===== config.mk =====
export PLATFORM = sky130hd
export DESIGN_NAME = regfile_wb_arbiter_flat
export DESIGN_NICKNAME = d
export VERILOG_FILES = /design/src/rtl/regfile_wb_arbiter_if.sv /design/src/rtl/regfile_wb_arbiter.sv /design/src/flat_wrapper.sv
export SDC_FILE = /design/constraint.sdc
export NUM_CORES = 1
export LEC_CHECK = 0
export BUFFER_PORTS_ARGS = -buffer_cell sky130_fd_sc_hd__buf_2
export CORE_UTILIZATION = 52
export DETAILED_ROUTE_END_ITERATION = 8
export GPL_ROUTABILITY_DRIVEN = 0
export GPL_TIMING_DRIVEN = 1
export PLACE_DENSITY = 0.83
export SYNTH_ARGS = -nofsm -noshare
export SYNTH_HDL_FRONTEND = slang
export SYNTH_SLANG_ARGS = --single-unit
export TNS_END_PERCENT = 1

===== constraint.sdc =====
create_clock -name clk -period 2.15 [get_ports clk]
set_input_delay 0.1075 -clock clk [delete_from_list [all_inputs] [get_ports clk]]
set_output_delay 0.1075 -clock clk [all_outputs]
set_load 0.03 [all_outputs]

===== src/rtl/regfile_wb_arbiter_if.sv =====
`default_nettype none
// ============================================================================
// Module      : regfile_wb_arbiter_if
// Description : Requester handshakes and register-file write-port bundle for
//               the write-back arbiter. Signal prefixes are from the
//               arbiter's point of view.
// Revision    : 1.0 - initial release
// ============================================================================
interface regfile_wb_arbiter_if #(
    parameter int DATA_W = 32,
    parameter int ADDR_W = 5
);
    // Requester 0 (ALU)
    logic                   i_valid0;
    logic                   o_ready0;
    logic [ADDR_W-1:0]      i_addr0;
    logic [DATA_W-1:0]      i_data0;
    // Requester 1 (load unit)
    logic                   i_valid1;
    logic                   o_ready1;
    logic [ADDR_W-1:0]      i_addr1;
    logic [DATA_W-1:0]      i_data1;
    // Register-file write port and hazard status
    logic                   o_reg_write;
    logic [ADDR_W-1:0]      o_write_addr;
    logic [DATA_W-1:0]      o_write_data;
    logic [2**ADDR_W-1:0]   o_pend_mask;
    logic                   o_idle;

    modport slave (
        input  i_valid0, i_addr0, i_data0,
        input  i_valid1, i_addr1, i_data1,
        output o_ready0, o_ready1,
        output o_reg_write, o_write_addr, o_write_data, o_pend_mask, o_idle
    );

    modport master (
        output i_valid0, i_addr0, i_data0,
        output i_valid1, i_addr1, i_data1,
        input  o_ready0, o_ready1,
        input  o_reg_write, o_write_addr, o_write_data, o_pend_mask, o_idle
    );
endinterface
`default_nettype wire


===== src/rtl/regfile_wb_arbiter.sv =====
`default_nettype none
// ============================================================================
// Module      : regfile_wb_arbiter
// Description : Shares the register-file write port between the ALU (req 0)
//               and the load unit (req 1). Each requester has a one-entry
//               holding buffer; one buffered write is granted per cycle into
//               a registered RegWrite/WriteAddr/WriteData stage. Publishes a
//               pending-write mask for RAW hazard stalls.
//               Build option WB_ARB_RR_EN: round-robin conflict resolution;
//               when undefined, requester 1 always wins a conflict.
// Revision    : 1.0 - initial release
// ============================================================================
module regfile_wb_arbiter #(
    parameter int DATA_W = 32,
    parameter int ADDR_W = 5
) (
    input  wire logic            clk,
    input  wire logic            rst_n,
    regfile_wb_arbiter_if.slave  bus
);
    localparam int c_NREG = 2**ADDR_W;

    logic              r_full0, r_full1;
    logic [ADDR_W-1:0] r_addr0, r_addr1;
    logic [DATA_W-1:0] r_data0, r_data1;
    logic              r_last_gnt;
    logic              r_reg_write;
    logic [ADDR_W-1:0] r_write_addr;
    logic [DATA_W-1:0] r_write_data;

    logic              w_gnt0, w_gnt1;
    logic              w_ready0, w_ready1;
    logic              w_load0, w_load1;
    logic [c_NREG-1:0] w_pend_mask;

    // Grant selection from buffer occupancy; conflicts resolved by build option
    always_comb begin
        w_gnt0 = 1'b0;
        w_gnt1 = 1'b0;
        if (r_full0 && r_full1) begin
`ifdef WB_ARB_RR_EN
            // The requester that did not win last time gets the port
            w_gnt0 = r_last_gnt;
            w_gnt1 = ~r_last_gnt;
`else
            w_gnt1 = 1'b1;
`endif
        end else begin
            w_gnt0 = r_full0;
            w_gnt1 = r_full1;
        end
    end

    // A buffer draining this cycle may be refilled on the same edge
    assign w_ready0 = ~r_full0 | w_gnt0;
    assign w_ready1 = ~r_full1 | w_gnt1;

    // Writes to register 0 are acknowledged but never stored
    assign w_load0 = bus.i_valid0 & w_ready0 & (|bus.i_addr0);
    assign w_load1 = bus.i_valid1 & w_ready1 & (|bus.i_addr1);

    // Requester 0 holding buffer
    always_ff @(posedge clk or negedge rst_n) begin
        if (!rst_n) begin
            r_full0 <= 1'b0;
            r_addr0 <= '0;
            r_data0 <= '0;
        end else if (w_load0) begin
            r_full0 <= 1'b1;
            r_addr0 <= bus.i_addr0;
            r_data0 <= bus.i_data0;
        end else if (w_gnt0) begin
            r_full0 <= 1'b0;
        end
    end

    // Requester 1 holding buffer
    always_ff @(posedge clk or negedge rst_n) begin
        if (!rst_n) begin
            r_full1 <= 1'b0;
            r_addr1 <= '0;
            r_data1 <= '0;
        end else if (w_load1) begin
            r_full1 <= 1'b1;
            r_addr1 <= bus.i_addr1;
            r_data1 <= bus.i_data1;
        end else if (w_gnt1) begin
            r_full1 <= 1'b0;
        end
    end

    // Output stage: one-cycle strobe per grant, address/data hold otherwise
    always_ff @(posedge clk or negedge rst_n) begin
        if (!rst_n) begin
            r_reg_write  <= 1'b0;
            r_write_addr <= '0;
            r_write_data <= '0;
            r_last_gnt   <= 1'b1;
        end else begin
            r_reg_write <= w_gnt0 | w_gnt1;
            if (w_gnt0) begin
                r_write_addr <= r_addr0;
                r_write_data <= r_data0;
                r_last_gnt   <= 1'b0;
            end else if (w_gnt1) begin
                r_write_addr <= r_addr1;
                r_write_data <= r_data1;
                r_last_gnt   <= 1'b1;
            end
        end
    end

    // Pending-write mask: every buffered or in-flight destination register
    always_comb begin
        w_pend_mask = '0;
        if (r_full0)     w_pend_mask[r_addr0]      = 1'b1;
        if (r_full1)     w_pend_mask[r_addr1]      = 1'b1;
        if (r_reg_write) w_pend_mask[r_write_addr] = 1'b1;
    end

    assign bus.o_ready0     = w_ready0;
    assign bus.o_ready1     = w_ready1;
    assign bus.o_reg_write  = r_reg_write;
    assign bus.o_write_addr = r_write_addr;
    assign bus.o_write_data = r_write_data;
    assign bus.o_pend_mask  = w_pend_mask;
    assign bus.o_idle       = ~r_full0 & ~r_full1 & ~r_reg_write;
endmodule
`default_nettype wire


===== src/flat_wrapper.sv =====
// flat-port wrapper written by rule: the top's interface ports become plain ports
module regfile_wb_arbiter_flat 
#(
    parameter int DATA_W = 32,
    parameter int ADDR_W = 5
)
  (clk, rst_n, bus_i_valid0, bus_i_addr0, bus_i_data0, bus_i_valid1, bus_i_addr1, bus_i_data1, bus_o_ready0, bus_o_ready1, bus_o_reg_write, bus_o_write_addr, bus_o_write_data, bus_o_pend_mask, bus_o_idle);
  regfile_wb_arbiter_if #(.DATA_W(DATA_W), .ADDR_W(ADDR_W)) bus_i ();
  input  wire logic clk;
  input  wire logic rst_n;
  input wire logic [$bits(bus_i.i_valid0)-1:0] bus_i_valid0;
  input wire logic [$bits(bus_i.i_addr0)-1:0] bus_i_addr0;
  input wire logic [$bits(bus_i.i_data0)-1:0] bus_i_data0;
  input wire logic [$bits(bus_i.i_valid1)-1:0] bus_i_valid1;
  input wire logic [$bits(bus_i.i_addr1)-1:0] bus_i_addr1;
  input wire logic [$bits(bus_i.i_data1)-1:0] bus_i_data1;
  output wire logic [$bits(bus_i.o_ready0)-1:0] bus_o_ready0;
  output wire logic [$bits(bus_i.o_ready1)-1:0] bus_o_ready1;
  output wire logic [$bits(bus_i.o_reg_write)-1:0] bus_o_reg_write;
  output wire logic [$bits(bus_i.o_write_addr)-1:0] bus_o_write_addr;
  output wire logic [$bits(bus_i.o_write_data)-1:0] bus_o_write_data;
  output wire logic [$bits(bus_i.o_pend_mask)-1:0] bus_o_pend_mask;
  output wire logic [$bits(bus_i.o_idle)-1:0] bus_o_idle;
  assign bus_i.i_valid0 = bus_i_valid0;
  assign bus_i.i_addr0 = bus_i_addr0;
  assign bus_i.i_data0 = bus_i_data0;
  assign bus_i.i_valid1 = bus_i_valid1;
  assign bus_i.i_addr1 = bus_i_addr1;
  assign bus_i.i_data1 = bus_i_data1;
  assign bus_o_ready0 = bus_i.o_ready0;
  assign bus_o_ready1 = bus_i.o_ready1;
  assign bus_o_reg_write = bus_i.o_reg_write;
  assign bus_o_write_addr = bus_i.o_write_addr;
  assign bus_o_write_data = bus_i.o_write_data;
  assign bus_o_pend_mask = bus_i.o_pend_mask;
  assign bus_o_idle = bus_i.o_idle;
  regfile_wb_arbiter #(.DATA_W(DATA_W), .ADDR_W(ADDR_W)) u_core (.clk(clk), .rst_n(rst_n), .bus(bus_i));
endmodule

# Word-level counts from Yosys, hierarchy flattened
# Cells that the tools add are included.
[totals]
regBits = 114
output_inout_bits = 73
[op_classes]
magnitude_cmp = 6
mux = 19
n_bitwise = 14
reduce_logical = 9
[op_table]
columns = ["op", "n"]
rows = [
  ["32-bit 2-to-1 mux", 5],
  ["32-bit bitwise OR", 2],
  ["5-bit by 6-bit less-than comparator with 1-bit output, second input constant", 3],
  ["1-bit demux with 5-bit select", 3],
  ["5-bit by 1-bit greater-or-equal comparator with 1-bit output, second input constant", 3],
  ["5-bit 2-to-1 mux", 2],
  ["5-bit OR reduction", 2],
  ["1-bit 2-to-1 mux", 9],
  ["1-bit bitwise AND", 6],
  ["2-bit nonzero test", 3],
  ["1-bit logical AND", 4],
  ["1-bit inverter", 3],
  ["1-bit bitwise OR", 3],
]

# Depth between registers and ports, before layout
[logic_depth]
ltp_word = 9
ltp_mapped = 5

# Worst setup path before layout
# No wires, ideal clock.
[synth_timing]
path_kind = "reg2reg"
from = "register u_core.r_full0"
to = "register u_core.r_data0[10]"
setup_time_ns = 0.125
t_arrival_ns = 1.563
required_ns = 2.025
path_slack_ns = 0.463
stages_incl_launch_ff = 6
path_buffers = 2
synth_period_minus_slack_ns = 1.687
path_cell_list = "dfrtp_1 -> clkbuf_1 -> a21boi_1 -> o21a_1 -> buf_4 -> mux2_2"
[synth_between]
elab_chain_len = 5
elab_cells_between_ends = 6
[synth_lines]
columns = ["item", "line_no", "source"]
rows = [
  ["from (decl)", "regfile_wb_arbiter.sv:23", "logic r_full0, r_full1;"],
  ["from (signal assigned)", "regfile_wb_arbiter.sv:65", "r_full0 <= 1'b0;"],
  ["from (signal assigned)", "regfile_wb_arbiter.sv:69", "r_full0 <= 1'b1;"],
  ["from (signal assigned)", "regfile_wb_arbiter.sv:73", "r_full0 <= 1'b0;"],
  ["1-bit logical AND", "regfile_wb_arbiter.sv:40", "if (r_full0 && r_full1) begin"],
  ["1-bit 2-to-1 mux", "regfile_wb_arbiter.sv:40", ""],
  ["1-bit bitwise OR *", "regfile_wb_arbiter.sv:55", "assign w_ready0 = ~r_full0 | w_gnt0;"],
  ["1-bit bitwise AND * (2 in a row)", "regfile_wb_arbiter.sv:59", "assign w_load0 = bus.i_valid0 & w_ready0 & (|bus.i_addr0);"],
  ["to (signal assigned)", "regfile_wb_arbiter.sv:71", "r_data0 <= bus.i_data0;"],
  ["to (decl)", "regfile_wb_arbiter.sv:25", "logic [DATA_W-1:0] r_data0, r_data1;"],
]
# Every way passes the cells marked *; elsewhere a longest branch is shown, timed or not.
# A chain may end at the register's enable or synchronous reset.

# Final worst setup path
[layout_timing]
from = "register u_core.r_addr1[0]"
to = "output bus_o_pend_mask[30]"
[layout_between]
elab_chain_len = 8
elab_cells_between_ends = 9
[layout_lines]
columns = ["item", "line_no", "source"]
rows = [
  ["from (decl)", "regfile_wb_arbiter.sv:24", "logic [ADDR_W-1:0] r_addr0, r_addr1;"],
  ["from (signal assigned)", "regfile_wb_arbiter.sv:85", "r_addr1 <= bus.i_addr1;"],
  ["5-bit by 6-bit less-than comparator with 1-bit output (implied by the code) or 5-bit by 1-bit greater-or-equal comparator with 1-bit output (tied branches)", "regfile_wb_arbiter.sv:117", "if (r_full1) w_pend_mask[r_addr1] = 1'b1;"],
  ["1-bit logical AND (implied by the code)", "regfile_wb_arbiter.sv:117", ""],
  ["1-bit 2-to-1 mux (implied by the code)", "regfile_wb_arbiter.sv:117", ""],
  ["1-bit demux with 5-bit select *", "--", ""],
  ["32-bit bitwise OR (no line) *", "--", ""],
  ["32-bit 2-to-1 mux *", "regfile_wb_arbiter.sv:117", ""],
  ["32-bit bitwise OR (no line)", "--", ""],
  ["32-bit 2-to-1 mux *", "regfile_wb_arbiter.sv:118", "if (r_reg_write) w_pend_mask[r_write_addr] = 1'b1;"],
  ["to (decl)", "flat_wrapper.sv:22", "output wire logic [$bits(bus_i.o_pend_mask)-1:0] bus_o_pend_mask;"],
]
# Marked as above.

==> flow_metrics.env <==
export IMPL_critical_path_class="register to output port"
export IMPL_grt_max_degree=55
export IMPL_cts_root_buf="clkbuf_8"
export IMPL_outcome="complete, no violations"
export IMPL_power_leakage_nw=3.87
export IMPL_fillers=608
export IMPL_startpoint_type="register"
export IMPL_start_util_pct=54.5
export IMPL_peakVddDrop_mv=0.637
export IMPL_ys_types=27
export IMPL_syn_to_final_growth_pct=43.4
export IMPL_ys_ff_latch=114
export IMPL_post_cts_buffers=0
export IMPL_synth_edf_count=0
export IMPL_finalCritPeriodShare_pct=97.0
export IMPL_synth_ff_type="dfrtp_1"
export IMPL_p_per_area_nw_per_um2=937
export IMPL_totalWireLength_um=15700
export IMPL_slew_viol_final=0
export IMPL_grt_pass1_vias=5223
export IMPL_path_clk_slew_ns=0.06
export IMPL_cts_htree_levels=4
export IMPL_use_met2_pct=53.9
export IMPL_die_y_um=104
export IMPL_port_buffers=149
export IMPL_cp_max_fo=8
export IMPL_placed_cells=737
export IMPL_num_rows=36
export IMPL_drt_iter0_drc=315
export IMPL_rsz0062_at_grt="true"
export IMPL_ys_warn_count=0
export IMPL_die_w_um=104
export IMPL_dr_pass1_iters=5
export IMPL_grtUsageMet1_pct=34.0
export IMPL_grt_pass1_wl_um=25600
export IMPL_period_needed_ns=2.08
export IMPL_clkLatencyLatePin_ns=0.51
export IMPL_setup_tns_ns=0
export IMPL_end_kind="output port"
export IMPL_drc=0
export IMPL_cp_arrival_ns=1.98
export IMPL_grtUsageMet3_pct=7.02
export IMPL_holdCritPathClass="input pin to asynchronous set/reset pin"
export IMPL_grt_ovfl_total=0
export IMPL_drv_cap=0
export IMPL_core_um2=9910
export IMPL_grt_use_total_pct=30.2
export IMPL_vias=4825
export IMPL_routedWlPerCell_um=18.5
export IMPL_worst_slack_ns=0.0652
export IMPL_tightest_slew_ns=0.575
export IMPL_synth_top_cell_by_area="dfrtp_1"
export IMPL_synth_nets=558
export IMPL_finish_utilization_pct=78.1
export IMPL_hpwl_um=9000
export IMPL_dieArea_um2=10800
export IMPL_ys_top_cells_by_count="114 x dfrtp_1, 98 x nand2_1, 64 x mux2_2"
export IMPL_nNetsFinal=782
export IMPL_maxSlewHeadroom_pct=61.3
export IMPL_fmax_mhz=480
export IMPL_syn_area_um2=5400
export IMPL_numCtsBuffers=17
export IMPL_ys_seq_area_share_pct=52.8
export IMPL_cts_tree="built"
export IMPL_skew_ns=0.00746
export IMPL_clock_sinks=114
export IMPL_async_flop_share_pct=100
export IMPL_grt_busiest_layer="met2"
export IMPL_io_pin_count=151
export IMPL_cp_required_ns=2.04
export IMPL_drive_gt1_share_pct=37.2
export IMPL_ant_nets=0
export IMPL_antenna_found_initial=1
export IMPL_postSynthCellCount=480
export IMPL_fin_cells=851
export IMPL_syn_area_per_cell_um2=11.2
export IMPL_cts_buffer_depth=2
export IMPL_synth_most_common_cell="dfrtp_1"
export IMPL_finalHoldViolations=0
export IMPL_setup_violations=0
export IMPL_yosysTopAreaCellShare_pct=52.8
export IMPL_viasPerCell=5.67
export IMPL_place_ws_ns=0.510
export IMPL_synthTopCellsByArea="dfrtp_1 53%, mux2_2 13%, nand2_1 6.8%, mux2i_1 6.7%, a22oi_1 4.2%"
-- placed cells by master (no fill, tap or decap), types with 2 or more instances in the layout --
master | synthesis | layout
clkbuf_16 | 0 | 16
mux2i_1 | 36 | 36
buf_2 | 4 | 148
clkbuf_1 | 25 | 2
nor3b_2 | 1 | 4
a222oi_1 | 2 | 2
dfrtp_2 | 0 | 3
buf_12 | 0 | 3
nor3_1 | 3 | 3
inv_1 | 3 | 3
clkinv_2 | 0 | 4
and3_1 | 6 | 5
dlygate4sd3_1 | 0 | 81
bufinv_16 | 0 | 5
nor3b_1 | 11 | 7
a22o_1 | 10 | 10
nand2_1 | 98 | 98
mux2_1 | 2 | 2
or2_2 | 2 | 2
buf_4 | 4 | 9
a22oi_1 | 30 | 30
dfrtp_1 | 114 | 111
mux2_2 | 64 | 64
o21ai_0 | 40 | 40
and3b_1 | 15 | 15
clkbuf_8 | 0 | 4
-- worst max-delay path, cell delays in order (launching register included) --
cell      delay (ns)
dfrtp_1         0.49
and3b_1         0.32
a222oi_1        0.39
inv_1           0.08
buf_2           0.18
-- final cells by class --
type                       count  area [um^2]  share of cell area (%)
tap                          133          166                    2.15
timing repair buffer         241         1680                    21.7
inverter                       3         11.3                   0.145
clock buffer                  22          463                    5.98
sequential                   114         2860                    36.9
antenna                        1         2.50                  0.0323
clock inverter                10          179                    2.31
multi-input combinational    327         2380                    30.8
-- cell families (layout without fill, tap and decap cells) --
family                 after synthesis  in the layout  share of synthesized area (%)
and+or+nand+nor                    139            139                           12.6
buffers and inverters               39            276                           3.50
AOI/OAI and AO/OA                   85             85                           10.5
muxes                              102            102                           20.4
other                                1              2                         0.0695
DFF                                114            114                           52.8
-- worst paths after layout --
kind | from | end | slack (ns) | depth (start not counted)
worst max register to register | u_core.r_full0$_DFFE_PN0P_ | u_core.bus.o_write_data[25]$_DFFE_PN0P_ | 0.46 | 4
worst max-delay path | u_core.r_addr1[0]$_DFFE_PN0P_ | bus_o_pend_mask[30] | 0.07 | 4
min in group clk | bus_i_valid1 | u_core.r_full1$_DFFE_PN0P_ | 0.20 | 4
worst min register to register | u_core.r_data1[2]$_DFFE_PN0P_ | u_core.bus.o_write_data[2]$_DFFE_PN0P_ | 0.48 | 2
worst min-delay path | rst_n | u_core.bus.o_write_data[18]$_DFFE_PN0P_ | 0.13 | 2
max in group asynchronous | rst_n | u_core.r_data1[15]$_DFFE_PN0P_ | 1.18 | 3
-- layer usage --
metal / wire [um] / part of all wire, %
met2: 8100 / 52
met4: 478 / 3.0
met3: 1030 / 6.5
met5: 0 / 0
met1: 6100 / 39
-- through the flow --
stage	hold slack [ns]	power, mW	area [um^2]
3_5_place_dp	0.117	4.05	6260
4_1_cts	0.112	7.22	7710
2_1_floorplan	-0.188	3.58	5400
3_3_place_gp	0.117	3.99	6260
5_1_grt	0.169	7.52	7740
6_report	0.127	7.26	7740
-- state kept, by name, indices dropped and copies added, names as in the netlist --
register,flops
u_core.r_data0,32
u_core.bus.o_reg_write,1
u_core.r_full1,1
u_core.bus.o_write_data,32
u_core.bus.o_write_addr,5
u_core.r_addr0,5
u_core.r_full0,1
u_core.r_addr1,5
u_core.r_data1,32
-- power by group --
part	switching [mW]	internal, mW	total [mW]	leakage, nW
clock network	0.961	2.09	3.05	0.319
logic	0.874	0.632	1.51	2.20
registers	0.258	2.45	2.70	1.35
total	2.09	5.16	7.26	3.87
-- repair_timing --
action,in CTS,in global routing
resized for setup,0,7
endpoints found under the setup margin,0,14
hold endpoints to repair,114,0
hold buffers,81,0
No activity file was read; power rests on OpenSTA's default activity.
